### config.mk
export PLATFORM = sky130hd
export DESIGN_NAME = matrix_result_streamer
export DESIGN_NICKNAME = d
export VERILOG_FILES = /design/src/rtl/matrix_result_streamer.sv
export SDC_FILE = /design/constraint.sdc
export NUM_CORES = 1
export LEC_CHECK = 0
export ABC_AREA = 1
export CAP_MARGIN = 20
export CORE_ASPECT_RATIO = 0.75
export CORE_MARGIN = 1.5
export CORE_UTILIZATION = 45
export DETAILED_ROUTE_END_ITERATION = 6
export HOLD_SLACK_MARGIN = 0.1
export PLACE_DENSITY = 0.79
export SYNTH_ARGS = -nofsm -noshare
export SYNTH_HDL_FRONTEND = slang
export SYNTH_SLANG_ARGS = --single-unit
### constraint.sdc
create_clock -name clk -period 5.6 [get_ports clk]
set_input_delay 1.68 -clock clk [delete_from_list [all_inputs] [get_ports clk]]
set_output_delay 1.68 -clock clk [all_outputs]
set_load 0.05 [all_outputs]
### src/rtl/matrix_result_streamer.sv
// matrix_result_streamer
//   Captures one packed signed matrix (2x2 .. 5x5, 8-bit elements) on a start
//   pulse and streams its active elements row-major over a valid/ready
//   handshake, tagging each element with its flat index, row and column.
//
// Ports
//   clk          rising-edge clock
//   rst_n        asynchronous active-low reset
//   start        single-cycle capture request (honoured only when idle)
//   matrix_size  dimension code, n = matrix_size + 2
//   matrix_in    packed matrix, element k at bits [k*8+7 : k*8]
//   out_ready    downstream accepts the current element
//   out_valid    current element and tags are valid
//   out_data     current signed element
//   out_index    flat index k of the current element
//   out_row      row of the current element
//   out_col      column of the current element
//   out_last     current element is the final active element
//   busy         a captured matrix is being streamed
//   done         one-cycle pulse after the final transfer
module matrix_result_streamer (
  input  logic         clk,
  input  logic         rst_n,
  input  logic         start,
  input  logic [1:0]   matrix_size,
  input  logic [199:0] matrix_in,
  input  logic         out_ready,
  output logic         out_valid,
  output logic [7:0]   out_data,
  output logic [4:0]   out_index,
  output logic [2:0]   out_row,
  output logic [2:0]   out_col,
  output logic         out_last,
  output logic         busy,
  output logic         done
);

  localparam int DATA_W = 8;

  localparam logic [1:0] IDLE = 2'd0;
  localparam logic [1:0] SEND = 2'd1;
  localparam logic [1:0] DONE = 2'd2;

  logic [1:0]               state_p0;
  logic [199:0]             mat_p0;
  logic [1:0]               size_p0;
  logic [4:0]               k_p0;
  logic [2:0]               row_p0;
  logic [2:0]               col_p0;

  logic                     vld_p0;
  logic                     xfer;
  logic                     at_last;
  logic [2:0]               dim_m1;
  logic [4:0]               last_k;
  logic signed [DATA_W-1:0] cur_elem;

  // Dimension-derived limits come from the captured size, so a change on
  // matrix_size during streaming has no effect.
  always_comb begin
    dim_m1 = 3'd1 + {1'b0, size_p0};
    case (size_p0)
      2'b00:   last_k = 5'd3;
      2'b01:   last_k = 5'd8;
      2'b10:   last_k = 5'd15;
      default: last_k = 5'd24;
    endcase
  end

  assign vld_p0   = (state_p0 == SEND);
  assign xfer     = vld_p0 && out_ready;
  assign at_last  = (k_p0 == last_k);
  assign cur_elem = mat_p0[{k_p0, 3'b000} +: DATA_W];

  // Stage p0: capture register plus stream position. Row/column are tracked
  // incrementally alongside k so no divider is needed.
  always_ff @(posedge clk or negedge rst_n) begin
    if (!rst_n) begin
      state_p0 <= IDLE;
      mat_p0   <= '0;
      size_p0  <= '0;
      k_p0     <= '0;
      row_p0   <= '0;
      col_p0   <= '0;
    end else begin
      case (state_p0)
        IDLE: begin
          if (start) begin
            mat_p0   <= matrix_in;
            size_p0  <= matrix_size;
            k_p0     <= '0;
            row_p0   <= '0;
            col_p0   <= '0;
            state_p0 <= SEND;
          end
        end
        SEND: begin
          if (xfer) begin
            if (at_last) begin
              state_p0 <= DONE;
            end else begin
              k_p0 <= k_p0 + 5'd1;
              if (col_p0 == dim_m1) begin
                col_p0 <= '0;
                row_p0 <= row_p0 + 3'd1;
              end else begin
                col_p0 <= col_p0 + 3'd1;
              end
            end
          end
        end
        DONE:    state_p0 <= IDLE;
        default: state_p0 <= IDLE;
      endcase
    end
  end

  // Outputs are decoded from state so they are zero outside SEND and drop
  // immediately when reset is asserted.
  assign out_valid = vld_p0;
  assign out_data  = vld_p0 ? cur_elem : '0;
  assign out_index = vld_p0 ? k_p0 : '0;
  assign out_row   = vld_p0 ? row_p0 : '0;
  assign out_col   = vld_p0 ? col_p0 : '0;
  assign out_last  = vld_p0 && at_last;
  assign busy      = vld_p0;
  assign done      = (state_p0 == DONE);

endmodule
After elaboration in Yosys (flattened, before gate mapping)
Index checks and enable logic that the tools add are counted.
{"block": "op_classes", "addsub": 4, "eq_ne": 11, "shifts": 1, "muxes": 22, "reduce_logical": 9}
{"cell": "variable part select 200 x 9 -> 8 bit", "count": 1}
{"cell": "2-to-1 mux 3 bit", "count": 9}
{"cell": "2-to-1 mux 5 bit", "count": 4}
{"cell": "one-hot mux 5 bit (3 select lines)", "count": 1}
{"cell": "one-hot mux 3 bit (2 select lines)", "count": 2}
{"cell": "one-hot mux 5 bit (2 select lines)", "count": 1}
{"cell": "2-to-1 mux 8 bit", "count": 1}
{"cell": "adder 3 x 1 -> 3 bit, second input constant", "count": 2}
{"cell": "2-to-1 mux 2 bit", "count": 3}
{"cell": "!= test 2 x 1 -> 1 bit, second input constant", "count": 3}
{"cell": "adder 5 x 1 -> 5 bit, second input constant", "count": 1}
{"cell": "== test 5 bit", "count": 1}
{"cell": "AND reduction 5 bit", "count": 1}
{"cell": "== test 2 x 1 -> 1 bit, second input constant", "count": 2}
{"cell": "== test 2 bit, second input constant", "count": 2}
{"cell": "logical NOT 2 bit", "count": 2}
{"cell": "!= test 2 bit, second input constant", "count": 2}
{"cell": "one-hot mux 2 bit (2 select lines)", "count": 1}
{"cell": "AND reduction 4 bit", "count": 1}
{"cell": "adder 1 x 2 -> 3 bit, first input constant", "count": 1}
{"cell": "== test 3 bit", "count": 1}
{"cell": "AND reduction 3 bit", "count": 1}
{"cell": "logical AND 1 bit", "count": 2}
{"cell": "AND reduction 2 bit", "count": 1}
{"cell": "nonzero test 2 bit", "count": 1}
{"block": "word_totals", "reg_bits": 215, "input_bits": 206, "out_inout_bits": 23, "wordCells": 53}

Longest topological paths before layout
Gate-level depths: netlist (run 1).
{"block": "depth", "ltp_word": 6, "ltp_mapped": 12, "mapped_depth_nobuf": 12}

Worst setup path before layout (run 1)
OpenSTA, ideal clock, no wires.
{"block": "synth_path", "path_type": "flip-flop to output port", "start": "register state_p0[1]", "end": "output out_data[0]", "arrival_time_ns": 1.911, "t_required_ns": 3.920, "slack_ns": 2.009, "stages_incl_launch_ff": 6, "path_buffers": 0, "cell_sequence": "dfrtp_1 > inv_1 > nand2_2 > nor2_1 > nand2_1 > nand2_1"}
{"block": "synth_between", "elab_chain_len": 2}
{"item": "from (decl)", "line": "44", "source": "logic [1:0] state_p0;"}
{"item": "from (signal assigned)", "line": "79", "source": "state_p0 <= IDLE;"}
{"item": "from (signal assigned)", "line": "94", "source": "state_p0 <= SEND;"}
{"item": "from (signal assigned)", "line": "100", "source": "state_p0 <= DONE;"}
{"item": "== test 2 x 1 -> 1 bit", "line": "70", "source": "assign vld_p0 = (state_p0 == SEND);"}
{"item": "2-to-1 mux 8 bit", "line": "121", "source": "assign out_data = vld_p0 ? cur_elem : '0;"}
{"item": "to (decl)", "line": "29", "source": "output logic [7:0] out_data,"}
No other way between the ends.

Worst setup path after layout (run 1)
{"block": "layout_path", "start": "register k_p0[0]", "end": "output out_data[2]"}
{"block": "layout_between", "elab_chain_len": 2}
{"item": "from (decl)", "line": "47", "source": "logic [4:0] k_p0;"}
{"item": "from (signal assigned)", "line": "102", "source": "k_p0 <= k_p0 + 5'd1;"}
{"item": "variable part select 200 x 9 -> 8 bit", "line": "73", "source": "assign cur_elem = mat_p0[{k_p0, 3'b000} +: DATA_W];"}
{"item": "2-to-1 mux 8 bit", "line": "121"}
No other way between the ends.

==> impl_metrics.json, run 1 <==
{
  "grtUsageMet2_pct": 38.97,
  "fin_crit_ns": 5.228,
  "cts_resized": 0,
  "syn2layout_area_growth_pct": 29.45,
  "cpMostUsedCell": "nand2_1",
  "fp.dieW_microns": 181.5,
  "globalRouteOverflowTotal": 0,
  "tns_ns": 0,
  "status": "completed",
  "avgSynthCellArea_sq_um": 8.274,
  "initial_core_util_pct": 46.24,
  "seqPwrFrac_pct": 33.4,
  "drive_gt1_share_pct": 10.79,
  "worst-setup-path-type": "reg2out",
  "maxCapViolations": 0,
  "crit_required_ns": 3.92,
  "path_cells": "inv_2 > o21ai_0 > nand3_1 > nand3_1 > nand2_1 > nand2_1 > nand2_1 > clkdlybuf4s50_1",
  "drt_iter0_drc": 966,
  "fin_skew_ns": 0.02062,
  "grt_util_met3_pct": 5.482,
  "place_area_sq_um": 13150,
  "crit_path_max_incr_delay_ns": 0.82,
  "grt_max_degree": 137,
  "die_height_microns": 136.8,
  "cp_top_family": "buffers and inverters",
  "met1_usage_pct": 36.24,
  "power.internal_mw": 4.699,
  "nFillCells": 2013,
  "synth_nets": 1511,
  "clk_path_buf_depth": 3,
  "yosysWarnings": 0,
  "arrival_ns": 3.55,
  "fin_nets": 1700,
  "numPortBuffers": 228,
  "die-area_sq_um": 24830,
  "cts_sinks": 215,
  "drv_slew": 0,
  "post-cts-setup-buffer-count": 0,
  "ys_types": 25,
  "leakage_nw": 6.807,
  "drc": 0,
  "viasPerCell": 5.139,
  "cts_tree": "built",
  "ios": 229,
  "cp_num_buf_inv": 2,
  "ant_nets": 0,
  "synth_area_sq_um": 10750,
  "grt-busiest-layer": "met2",
  "pwr-share-clk_pct": 19.4,
  "critPathCaptureType": "output port",
  "comb_power_share_pct": 47.2,
  "slew_headroom_pct": 28.88,
  "drt-pass1-iter-count": 7,
  "clkTransAtPathRegs_ns": 0.07,
  "grt_pass1_wl_mm": 48.52,
  "antenna_found_initial": 1,
  "hold_viol": 0,
  "place_hpwl_mm": 21.80,
  "p_per_area_nw_per_um2": 585.3,
  "wl_per_cell_microns": 16.93,
  "cp_slowest_cell": "clkdlybuf4s50_1",
  "gp_congestion": 0.9093,
  "drt_wl_total_mm": 30.50,
  "worst-path-max-fanout": 40,
  "rsz0062_at_grt": "false",
  "yosysSeqAreaShare_pct": 50.06,
  "crit_start": "k_p0[0]",
  "switching_share_pct": 42.30,
  "peakVddDrop_v": 0.0004790,
  "hold_path_class": "reg2reg",
  "grt_util_all_layers_pct": 25.18,
  "root_buffer": "clkbuf_16",
  "timing.final.crit_share_pct": 93.36,
  "vias": 9260,
  "hold_buffers": 0,
  "hp-start": "mat_p0[140]",
  "start_kind": "register",
  "core-area_sq_um": 23240,
  "setup_violations": 0,
  "netlist_instances": 1299,
  "cts-htree-levels": 1,
  "ys_ff_latch": 215,
  "clk_latency_ns": 0.51,
  "reg2reg_from": "k_p0[0]",
  "grt_pass1_vias": 9117,
  "worst_slew_pin_slew_ns": 1.067,
  "fin_area_sq_um": 13910,
  "cts_buffers": 22,
  "p_sw_mw": 3.444,
  "num_rows": 48,
  "fmax_ghz": 0.1913
}
[kinds of logic (layout without fill, tap and decap cells)]
logic type	Yosys count	in the layout	synth area share, %
and+or+nand+nor	651	651	24.14
DFF	215	215	50.06
buffers and inverters	197	399	7.998
AOI/OAI and AO/OA	117	117	5.448
muxes	105	105	11.00
xor gates and xnor gates	8	8	0.6519
adders and majority gates	6	6	0.6985
other	0	1	0
[sequential cells by signal, indices dropped and copies added, names as in the netlist]
| signal | flops |
|---|---|
| mat_p0 | 200 |
| k_p0 | 5 |
| col_p0 | 3 |
| size_p0 | 2 |
| state_p0 | 2 |
| row_p0 | 3 |
[cell usage after synthesis]
library cell / number / share of area [%]
nand2_2: 1 / 0.058
nand2_1: 284 / 9.9
dfrtp_1: 215 / 50
ha_1: 6 / 0.70
nand2_4: 3 / 0.31
nor2_1: 279 / 9.7
nand3_2: 1 / 0.093
nor2_2: 1 / 0.058
o21ai_1: 9 / 0.42
clkbuf_1: 11 / 0.38
xnor2_1: 5 / 0.41
or2_2: 1 / 0.058
xor2_1: 3 / 0.24
inv_1: 123 / 4.3
buf_4: 11 / 0.77
nand3_1: 78 / 3.6
a21oi_1: 98 / 4.6
inv_2: 3 / 0.10
mux2_2: 105 / 11
buf_6: 4 / 0.42
nand4_1: 2 / 0.12
buf_2: 39 / 1.8
nor3_4: 1 / 0.15
buf_1: 6 / 0.21
o21ai_0: 10 / 0.47
[power by group through the flow]
stage	registers [mW]	clock network, mW	logic (mW)
3_3_place_gp	2.72	0	3.71
6_report	2.72	1.58	3.84
3_5_place_dp	2.74	0	3.80
4_1_cts	2.72	1.60	3.83
2_1_floorplan	2.54	0	2.84
5_1_grt	2.80	1.65	4.26
[worst paths after layout]
path,end,slack (ns),cells after the start
setup reg to reg,k_p0[1],3.40,9
setup / recovery,out_data[2],0.37,8
hold reg to reg,mat_p0[140],0.50,1
max in group asynchronous,mat_p0[42],3.31,2
hold / removal,mat_p0[140],0.50,1
min in group asynchronous,mat_p0[115],1.25,1
[metrics by stage]
stage	util [%]	worst slack, ns	power [mW]	hold slack (ns)	instances
2_1_floorplan	-	2.009	5.378	0.4739	1299
3_3_place_gp	56.56	0.9826	6.429	0.4845	1764
3_5_place_dp	56.56	0.9545	6.542	0.4934	1764
4_1_cts	59.85	0.3987	8.140	0.5063	1801
5_1_grt	59.85	0.2245	8.718	0.5136	1801
6_report	59.86	0.3720	8.144	0.5013	1802
[layout by cell type (no fill, tap or decap), drive strengths merged]
cell type	Yosys	final
a21oi	98	98
buf	60	9
bufinv	0	4
clkbuf	11	28
clkdlybuf4s50	0	227
clkinv	0	3
clkinvlp	0	2
dfrtp	215	215
diode	0	1
ha	6	6
inv	126	126
mux2	105	105
nand2	288	288
nand3	79	79
nand4	2	2
nor2	280	280
nor3	1	1
o21ai	19	19
or2	1	1
xnor2	5	5
xor2	3	3
[per-layer routing]
metal / vias to the layer above / routed length [microns]
li1: 4437 / -
met1: 4419 / 14050
met2: 359 / 13390
met3: 45 / 2415
met4: 0 / 650
met5: - / 0
[cell type report]
class	instances	area, sq um	area share [%]
multi-input cells	887	4516	32.46
inverters	126	473.0	3.399
well taps	300	375.4	2.698
clock inverters	9	150.1	1.079
clock buffers	28	614.3	4.415
diodes	1	2.502	0.01799
repair buffers	236	2397	17.23
flip-flops and latches	215	5385	38.71
No activity file was read; power rests on OpenSTA's default activity.
==> run 2: changes to the inputs <==
--- a/config.mk
+++ b/config.mk
@@ -6,6 +6,7 @@
 export NUM_CORES = 1
 export LEC_CHECK = 0
 export ABC_AREA = 1
+export ABC_CLOCK_PERIOD_IN_PS = 5600
 export CAP_MARGIN = 20
 export CORE_ASPECT_RATIO = 0.75
 export CORE_MARGIN = 1.5
@@ -13,6 +14,7 @@
 export DETAILED_ROUTE_END_ITERATION = 6
 export HOLD_SLACK_MARGIN = 0.1
 export PLACE_DENSITY = 0.79
+export SKIP_LAST_GASP = 1
 export SYNTH_ARGS = -nofsm -noshare
 export SYNTH_HDL_FRONTEND = slang
 export SYNTH_SLANG_ARGS = --single-unit
==> results of run 2 <==
Same layout as run 1: the final DEF is identical, and so are final timing and power.
